`config.mk`:
```
export PLATFORM = sky130hd
export DESIGN_NAME = ecc_err_monitor_flat
export DESIGN_NICKNAME = d
export VERILOG_FILES = /design/src/rtl/ecc_err_monitor_if.sv /design/src/rtl/ecc_err_monitor.sv /design/src/flat_wrapper.sv
export SDC_FILE = /design/constraint.sdc
export NUM_CORES = 1
export LEC_CHECK = 0
export CAP_MARGIN = 20
export CORE_UTILIZATION = 40
export DETAILED_ROUTE_END_ITERATION = 6
export GPL_ROUTABILITY_DRIVEN = 0
export PLACE_DENSITY_LB_ADDON = 0.12
export SETUP_SLACK_MARGIN = 0.5
export SYNTH_ARGS = -nofsm -noshare
export SYNTH_HDL_FRONTEND = slang
export SYNTH_SLANG_ARGS = --single-unit
```
`constraint.sdc`:
```
create_clock -name clk -period 3.9 [get_ports clk]
set_input_delay 0.78 -clock clk [delete_from_list [all_inputs] [get_ports clk]]
set_output_delay 0.78 -clock clk [all_outputs]
set_load 0.01 [all_outputs]
```
`src/rtl/ecc_err_monitor_if.sv`:
```
// Decoded-word input bus and scrub write-back bus of the ECC error monitor.
// master = decoder/memory side, slave = the monitor.
interface ecc_err_monitor_if #(
    parameter int AW = 16
);
    logic          valid;
    logic          in_ready;
    logic [AW-1:0] addr;
    logic [38:0]   data;
    logic [6:0]    syn;
    logic          err;
    logic          sgl;
    logic          dbl;

    logic          wb_valid;
    logic          wb_ready;
    logic [AW-1:0] wb_addr;
    logic [38:0]   wb_data;

    modport master (
        output valid, addr, data, syn, err, sgl, dbl, wb_ready,
        input  in_ready, wb_valid, wb_addr, wb_data
    );

    modport slave (
        input  valid, addr, data, syn, err, sgl, dbl, wb_ready,
        output in_ready, wb_valid, wb_addr, wb_data
    );
endinterface

```
`src/rtl/ecc_err_monitor.sv`:
```
// ECC error monitor: counts SEC/DED events, logs the first error, raises a
// sticky IRQ and issues a scrub write-back for every correctable word.
//
// state | meaning
// IDLE  | accepting decoded words (in_ready=1)
// WB    | holding a corrected word on the write-back port until wb_ready
module ecc_err_monitor #(
    parameter int AW      = 16,
    parameter int CW      = 16,
    parameter int SEC_THR = 8
) (
    input  logic                clk,
    input  logic                rst_n,
    ecc_err_monitor_if.slave    bus,
    input  logic                clr,
    output logic [CW-1:0]       sec_cnt,
    output logic [CW-1:0]       ded_cnt,
    output logic                log_valid,
    output logic                log_dbl,
    output logic [6:0]          log_syn,
    output logic [AW-1:0]       log_addr,
    output logic                irq
);

    typedef enum logic {IDLE = 1'b0, WB = 1'b1} state_t;

    localparam logic [CW-1:0] SEC_THR_C = CW'(SEC_THR);
    localparam logic [CW-1:0] CNT_MAX   = {CW{1'b1}};

    state_t        state_q, state_d;
    logic [AW-1:0] wb_addr_q;
    logic [38:0]   wb_data_q;
    logic          accept;
    logic          sgl_beat;
    logic          dbl_beat;

    // A beat carrying both flags is uncorrectable; err=0 means a clean word.
    assign accept   = bus.valid && (state_q == IDLE);
    assign dbl_beat = accept && bus.err && bus.dbl;
    assign sgl_beat = accept && bus.err && bus.sgl && !bus.dbl;

    always_ff @(posedge clk or negedge rst_n) begin
        if (!rst_n) begin
            state_q <= IDLE;
        end else begin
            state_q <= state_d;
        end
    end

    always_comb begin
        state_d = state_q;
        case (state_q)
            IDLE:    if (sgl_beat)     state_d = WB;
            WB:      if (bus.wb_ready) state_d = IDLE;
            default: state_d = IDLE;
        endcase
    end

    always_comb begin
        bus.in_ready = 1'b0;
        bus.wb_valid = 1'b0;
        case (state_q)
            IDLE:    bus.in_ready = 1'b1;
            WB:      bus.wb_valid = 1'b1;
            default: bus.in_ready = 1'b0;
        endcase
    end

    assign bus.wb_addr = wb_addr_q;
    assign bus.wb_data = wb_data_q;

    always_ff @(posedge clk or negedge rst_n) begin
        if (!rst_n) begin
            wb_addr_q <= '0;
            wb_data_q <= '0;
        end else if (sgl_beat) begin
            wb_addr_q <= bus.addr;
            wb_data_q <= bus.data;
        end
    end

    // clr wins over an error accepted in the same cycle; the write-back above
    // is deliberately independent of clr.
    always_ff @(posedge clk or negedge rst_n) begin
        if (!rst_n) begin
            sec_cnt <= '0;
            ded_cnt <= '0;
        end else if (clr) begin
            sec_cnt <= '0;
            ded_cnt <= '0;
        end else begin
            if (sgl_beat && (sec_cnt != CNT_MAX)) sec_cnt <= sec_cnt + 1'b1;
            if (dbl_beat && (ded_cnt != CNT_MAX)) ded_cnt <= ded_cnt + 1'b1;
        end
    end

    always_ff @(posedge clk or negedge rst_n) begin
        if (!rst_n) begin
            log_valid <= 1'b0;
            log_dbl   <= 1'b0;
            log_syn   <= '0;
            log_addr  <= '0;
        end else if (clr) begin
            log_valid <= 1'b0;
        end else if (!log_valid && (sgl_beat || dbl_beat)) begin
            log_valid <= 1'b1;
            log_dbl   <= dbl_beat;
            log_syn   <= bus.syn;
            log_addr  <= bus.addr;
        end
    end

    // Threshold is judged on the registered count, so irq follows one cycle
    // after the count reaches it.
    always_ff @(posedge clk or negedge rst_n) begin
        if (!rst_n) begin
            irq <= 1'b0;
        end else if (clr) begin
            irq <= 1'b0;
        end else if (dbl_beat || (sec_cnt >= SEC_THR_C)) begin
            irq <= 1'b1;
        end
    end

endmodule

```
`src/flat_wrapper.sv`:
```
// flat-port wrapper written by rule: the top's interface ports become plain ports
module ecc_err_monitor_flat 
#(
    parameter int AW      = 16,
    parameter int CW      = 16,
    parameter int SEC_THR = 8
)
  (clk, rst_n, clr, sec_cnt, ded_cnt, log_valid, log_dbl, log_syn, log_addr, irq, bus_valid, bus_addr, bus_data, bus_syn, bus_err, bus_sgl, bus_dbl, bus_wb_ready, bus_in_ready, bus_wb_valid, bus_wb_addr, bus_wb_data);
  ecc_err_monitor_if #(.AW(AW)) bus_i ();
  input  logic clk;
  input  logic rst_n;
  input  logic clr;
  output logic [CW-1:0] sec_cnt;
  output logic [CW-1:0] ded_cnt;
  output logic log_valid;
  output logic log_dbl;
  output logic [6:0] log_syn;
  output logic [AW-1:0] log_addr;
  output logic irq;
  input wire logic [$bits(bus_i.valid)-1:0] bus_valid;
  input wire logic [$bits(bus_i.addr)-1:0] bus_addr;
  input wire logic [$bits(bus_i.data)-1:0] bus_data;
  input wire logic [$bits(bus_i.syn)-1:0] bus_syn;
  input wire logic [$bits(bus_i.err)-1:0] bus_err;
  input wire logic [$bits(bus_i.sgl)-1:0] bus_sgl;
  input wire logic [$bits(bus_i.dbl)-1:0] bus_dbl;
  input wire logic [$bits(bus_i.wb_ready)-1:0] bus_wb_ready;
  output wire logic [$bits(bus_i.in_ready)-1:0] bus_in_ready;
  output wire logic [$bits(bus_i.wb_valid)-1:0] bus_wb_valid;
  output wire logic [$bits(bus_i.wb_addr)-1:0] bus_wb_addr;
  output wire logic [$bits(bus_i.wb_data)-1:0] bus_wb_data;
  assign bus_i.valid = bus_valid;
  assign bus_i.addr = bus_addr;
  assign bus_i.data = bus_data;
  assign bus_i.syn = bus_syn;
  assign bus_i.err = bus_err;
  assign bus_i.sgl = bus_sgl;
  assign bus_i.dbl = bus_dbl;
  assign bus_i.wb_ready = bus_wb_ready;
  assign bus_in_ready = bus_i.in_ready;
  assign bus_wb_valid = bus_i.wb_valid;
  assign bus_wb_addr = bus_i.wb_addr;
  assign bus_wb_data = bus_i.wb_data;
  ecc_err_monitor #(.AW(AW), .CW(CW), .SEC_THR(SEC_THR)) u_core (.clk(clk), .rst_n(rst_n), .bus(bus_i), .clr(clr), .sec_cnt(sec_cnt), .ded_cnt(ded_cnt), .log_valid(log_valid), .log_dbl(log_dbl), .log_syn(log_syn), .log_addr(log_addr), .irq(irq));
endmodule
```
==> flow_summary.json, run 1 <==
{
  "status": "complete, but fails checks",
  "violations": "DRC",
  "finalSetupViolCount": 0,
  "fmaxAchievable_ghz": 0.401,
  "cts_tree": "yes",
  "rows": 39,
  "rsz0062_at_grt": "false",
  "drtIter0Drc": 159,
  "synth_nets": 447,
  "cts.htree.levels": 4,
  "multi_input_area_sq_um": 1930,
  "synth_area_leaders": "dfrtp_1 59%, mux2_2 18%, nor2_1 2.4%",
  "grt_use_total_pct": 20.7,
  "slew_violations": 0,
  "synth_top_flop_cell": "dfrtp_1",
  "hold_class": "in2async",
  "path_class": "in2reg",
  "startpoint": "bus_dbl",
  "synth-xor-area-share_pct": 4.33,
  "dpl.hpwl_um": 8390,
  "vias": 3740,
  "crit_path_end_kind": "register",
  "yosys.area_share.simple_pct": 12.6,
  "fin_hold_ws_ns": 0.435,
  "fin_worst_skew_ns": 0.00410,
  "period_minus_slack_ns": 2.50,
  "post_cts_resized": 0,
  "fin_tns_setup_ns": 0,
  "async_flop_share_pct": 100,
  "critPathArrivalTime_ns": 2.77,
  "grt_max_degree": 115,
  "leakagePower_nw": 3.12,
  "worstPathCellList": "clkdlybuf4s50_1 -> nand2b_1 -> nor4_1 -> and4_1 -> xnor2_1 -> nor2_1",
  "num-fill-cells": 905,
  "clockBufferDepth": 2,
  "crit_required_ns": 4.17,
  "critPathMaxFanout": 6,
  "clock_sinks": 114,
  "synth_top_area_share_pct": 58.8,
  "finalHoldViolations": 0,
  "yosysMostFrequentCell": "dfrtp_1",
  "ys_seq_elements": 114,
  "cts_setup_buffers": 0,
  "ioPinCount": 185,
  "detail-route-antenna-nets": 0,
  "antenna_cells": 0,
  "start_util_pct": 41.8,
  "wirelength_um": 12200,
  "yosys.area.top_type": "dfrtp_1",
  "path_buf_inv": 1,
  "max-vdd-ir-drop_v": 0.000341,
  "firstDrtPassIters": 7,
  "clkTransAtPathRegs_ns": 0.05,
  "fp.dieH_um": 112,
  "crit_slowest_cell": "nor4_1",
  "cts_buffers": 17,
  "drc": 6,
  "final_core_util_pct": 65.4,
  "grt_pass1_wl_um": 20100,
  "synth_area_sq_um": 4850,
  "die_area_sq_um": 12600,
  "cts-root-buf": "clkbuf_16",
  "ctsHoldBuffers": 0,
  "yosys_warnings": 0,
  "portBuffers": 184,
  "postSynthAreaPerCell_sq_um": 13.0,
  "synth_mux_area_share_pct": 19.2,
  "tightest_slew_ns": 1.11,
  "synthAdderAreaFrac_pct": 0.774,
  "drive_gt1_share_pct": 21.0,
  "core_sq_um": 11600,
  "netlist_instances": 374,
  "die_w_um": 112,
  "drv_cap": 0,
  "finalCritPeriodShare_pct": 64.0,
  "antenna_found_initial": 0,
  "slew_headroom_pct": 25.6,
  "final_nets": 641,
  "synth_cell_types": 43,
  "cp_top_family": "simple AND/OR/NAND/NOR gates",
  "synth_seq_area_share_pct": 58.8,
  "worstReg2RegStart": "u_core.ded_cnt[1]",
  "startpoint_type": "input port",
  "power.density_nw_per_um2": 559,
  "seq_area_sq_um": 2850,
  "yosys-top-cells-count": "114 x dfrtp_1, 78 x mux2_2, 31 x nor2_1",
  "avgViaCountPerCell": 5.17,
  "synth_compound_area_share_pct": 2.63,
  "synth_edf_count": 0,
  "area_growth_pct": 56.6,
  "clock_latency_ns": 0.40,
  "synth_top_family_by_area": "multiplexers",
  "wl_per_cell_um": 16.9,
  "grt_pass1_vias": 4002,
  "cp_slowest_stage_delay_ns": 0.76,
  "overflow": 0
}
power breakdown:
part           switching [mW]  internal (mW)  total [mW]
clock network           0.514           1.33        1.84
logic                   0.326          0.575       0.901
registers               0.111           1.40        1.51
total                   0.951           3.30        4.25
through the flow:
| step | power [mW] | setup slack, ns | cells | cell area, sq um |
|---|---|---|---|---|
| after global routing | 4.43 | 1.29 | 724 | 7600 |
| after global placement | 2.41 | 1.04 | 692 | 6890 |
| after detailed placement | 2.43 | 1.02 | 692 | 6890 |
| after CTS | 4.31 | 1.43 | 724 | 7600 |
| final | 4.25 | 1.40 | 724 | 7600 |
| after floorplan | 1.83 | 1.81 | 374 | 4850 |
cell type report:
type | instances | area share [%]
Clock buffer | 22 | 6.37
Clock inverter | 10 | 2.96
Sequential cell | 114 | 37.5
Multi-Input combinational cell | 240 | 25.4
Timing Repair Buffer | 189 | 25.0
Tap cell | 143 | 2.36
Inverter | 6 | 0.296
metal layers:
layer	vias to the layer above	share of wire (%)	track usage (%)
met4	0	1.6	8.98
met1	1846	40	23.4
met2	154	48	34.2
li1	1725	-	-
met5	-	0	0
met3	15	9.9	9.02
worst paths after layout:
kind	slack, ns	cells past startpoint	end
max in group asynchronous	2.97	2	u_core.bus.wb_data[7]
worst max-delay path	1.40	6	u_core.sec_cnt[14]
worst min-delay path	0.43	2	u_core.sec_cnt[11]
worst max register to register	1.61	6	u_core.ded_cnt[2]
worst min register to register	0.50	1	u_core.bus.wb_data[7]
min in group clk	0.50	1	u_core.bus.wb_data[7]
sequential cells by signal, indices dropped and copies added, names as in the netlist:
| register | count |
|---|---|
| u_core.bus.wb_data | 39 |
| u_core.bus.wb_addr | 16 |
| u_core.ded_cnt | 16 |
| u_core.state_q | 1 |
| u_core.log_dbl | 1 |
| u_core.irq | 1 |
| u_core.log_syn | 7 |
| u_core.sec_cnt | 16 |
| u_core.log_addr | 16 |
| u_core.log_valid | 1 |
logic make-up (layout without fill, tap and decap cells):
group           after synthesis  in the layout
flops                       114            114
simple gates                112            112
buf+inv                      20            227
compound gates               18             18
mux                          83             83
xor+xnor                     24             24
fa+ha+maj                     3              3
cells in the final DEF, fill, tap and decap left out, types with 3 or more instances in the layout:
cell type and instances:
a21oi_1 3, and2_1 5, and3_1 3, and4_1 3, buf_4 4, bufinv_16 7
clkbuf_16 17, clkbuf_8 4, clkdlybuf4s50_1 183, clkinv_2 3, dfrtp_1 114, ha_1 3
inv_1 6, mux2_2 78, mux2i_1 4, nand2_1 12, nand3_1 13, nand4_1 10
nor2_1 30, nor3_1 9, nor3b_1 3, nor4_1 8, o211ai_1 5, or4_1 3
xnor2_1 13, xor2_1 11
(Power assumes the default switching activity.)
==> run 2: changes to the inputs <==
Clock period 3.9 ns to 2.4 ns, I/O delays scaled along.
==> flow_summary.json, run 2 (same netlist as run 1, synthesis figures left out) <==
{
  "grt_use_total_pct": 22.1,
  "grt_max_degree": 39,
  "top_layer_used": "met4",
  "clkTransAtPathRegs_ns": 0.05,
  "ff2ff_setup_slack_ns": 0.55,
  "crit_required_ns": 1.92,
  "fin_tns_setup_ns": 0,
  "max-vdd-ir-drop_v": 0.000554,
  "critPathArrivalTime_ns": 1.39,
  "status": "complete, but fails checks",
  "grt_pass1_wl_um": 21300,
  "worstPathCellList": "clkdlybuf4s50_1",
  "crit_end": "ded_cnt[6]",
  "m1WireLength_um": 5410,
  "wirelength_um": 13400,
  "clock_sinks": 114,
  "wl_per_cell_um": 17.5,
  "clockBufferDepth": 2,
  "crit_slowest_cell": "clkdlybuf4s50_1",
  "startpoint_type": "register",
  "layout_common_cells": "171 x clkdlybuf4s50_1, 96 x dfrtp_1, 78 x mux2_2, 36 x buf_4, 30 x nor2_1",
  "period_minus_slack_ns": 1.87,
  "met2_length_um": 6600,
  "cts_buffers": 17,
  "antenna_found_initial": 0,
  "finalHoldViolations": 0,
  "cp_top_family": "buffers and inverters",
  "slew_violations": 0,
  "fin_worst_skew_ns": 0.00598,
  "drv_cap": 0,
  "layout_commonest_cell": "clkdlybuf4s50_1",
  "fp.dieH_um": 112,
  "drc": 8,
  "firstDrtPassIters": 6,
  "rsz0062_at_grt": "true",
  "path_buf_inv": 1,
  "drive_gt1_share_pct": 30.5,
  "path_class": "reg2out",
  "power.density_nw_per_um2": 796,
  "ioPinCount": 185,
  "antenna_cells": 0,
  "detail-route-antenna-nets": 0,
  "fmaxAchievable_ghz": 0.534,
  "num-fill-cells": 854,
  "worstReg2RegStart": "u_core.sec_cnt[4]",
  "slew_headroom_pct": 64.6,
  "avgViaCountPerCell": 5.14,
  "worstSetupPathDepth": 1,
  "cts-root-buf": "clkbuf_16",
  "portBuffers": 184,
  "finalSetupViolCount": 0,
  "core_sq_um": 11600,
  "seq_area_sq_um": 2880,
  "die_w_um": 112,
  "hold_class": "in2async",
  "final_nets": 684,
  "cp_slowest_stage_delay_ns": 0.57,
  "grt_pass1_vias": 4124,
  "leakagePower_nw": 3.41,
  "start_util_pct": 41.8,
  "r2r_cells": 5,
  "cts_tree": "yes",
  "overflow": 0,
  "dpl.hpwl_um": 8720,
  "area_growth_pct": 65.5,
  "multi_input_area_sq_um": 2010,
  "tightest_slew_ns": 0.531,
  "clock_latency_ns": 0.41,
  "largest_reg_flops": 39,
  "crit_path_end_kind": "output port",
  "cts.htree.levels": 4,
  "drtIter0Drc": 220,
  "startpoint": "u_core.ded_cnt[6]",
  "final_core_util_pct": 69.2,
  "violations": "DRC",
  "critPathMaxFanout": 4,
  "r2r_end": "u_core.sec_cnt[11]",
  "die_area_sq_um": 12600,
  "vias": 3938,
  "routed-wl-met3_um": 1210,
  "rows": 39,
  "finalCritPeriodShare_pct": 78.0
}
-- run 2: worst min-delay path by stage --
stage	end	start	cells past startpoint
after floorplan	u_core.bus.wb_addr[0]	rst_n	0
after global placement	u_core.sec_cnt[12]	rst_n	1
after detailed placement	u_core.bus.wb_data[4]	u_core.bus.wb_data[4]	1
after CTS	u_core.sec_cnt[12]	rst_n	1
after global routing	u_core.sec_cnt[11]	rst_n	1
final	u_core.sec_cnt[10]	rst_n	1
-- run 2: power by group --
group / internal, mW / leakage (nW) / switching [mW]
clock network: 1.62 / 0.284 / 0.812
logic: 0.967 / 1.72 / 0.539
registers: 2.27 / 1.41 / 0.180
total: 4.86 / 3.41 / 1.53
-- run 2: layout make-up --
class | instances | area share (%)
Clock buffer | 26 | 6.22
Clock inverter | 5 | 0.935
Inverter | 6 | 0.280
Multi-Input combinational cell | 240 | 25.1
Sequential cell | 114 | 35.8
Tap cell | 143 | 2.23
Timing Repair Buffer | 232 | 29.5
-- run 2: repair_timing --
action | CTS | global route
gates resized for setup | 21 | 21
hold buffers | 0 | 0
buffers inserted | 12 | 14
pin swaps | 0 | 4
setup endpoints to repair | 35 | 38
gates cloned | 2 | 2
-- run 2: per-stage QoR --
stage                     instance area [sq um]  worst slack (ns)  power, mW  hold WS [ns]  std cells
after floorplan                            4880             0.472       2.97         0.184        374
after global placement                     7040            0.0745       3.93         0.489        705
after detailed placement                   7040            0.0581       3.96         0.494        705
after CTS                                  7800             0.490       6.46        0.0554        750
after global routing                       8030             0.454       6.68        0.0757        766
final                                      8030             0.528       6.39        0.0492        766
-- run 2: per-layer routing --
metal  GRT usage (%)  vias to the layer above
met5               0                        -
met4            8.80                        0
met3            10.4                       13
met2            34.8                      141
met1            26.3                     1967
li1                -                     1817
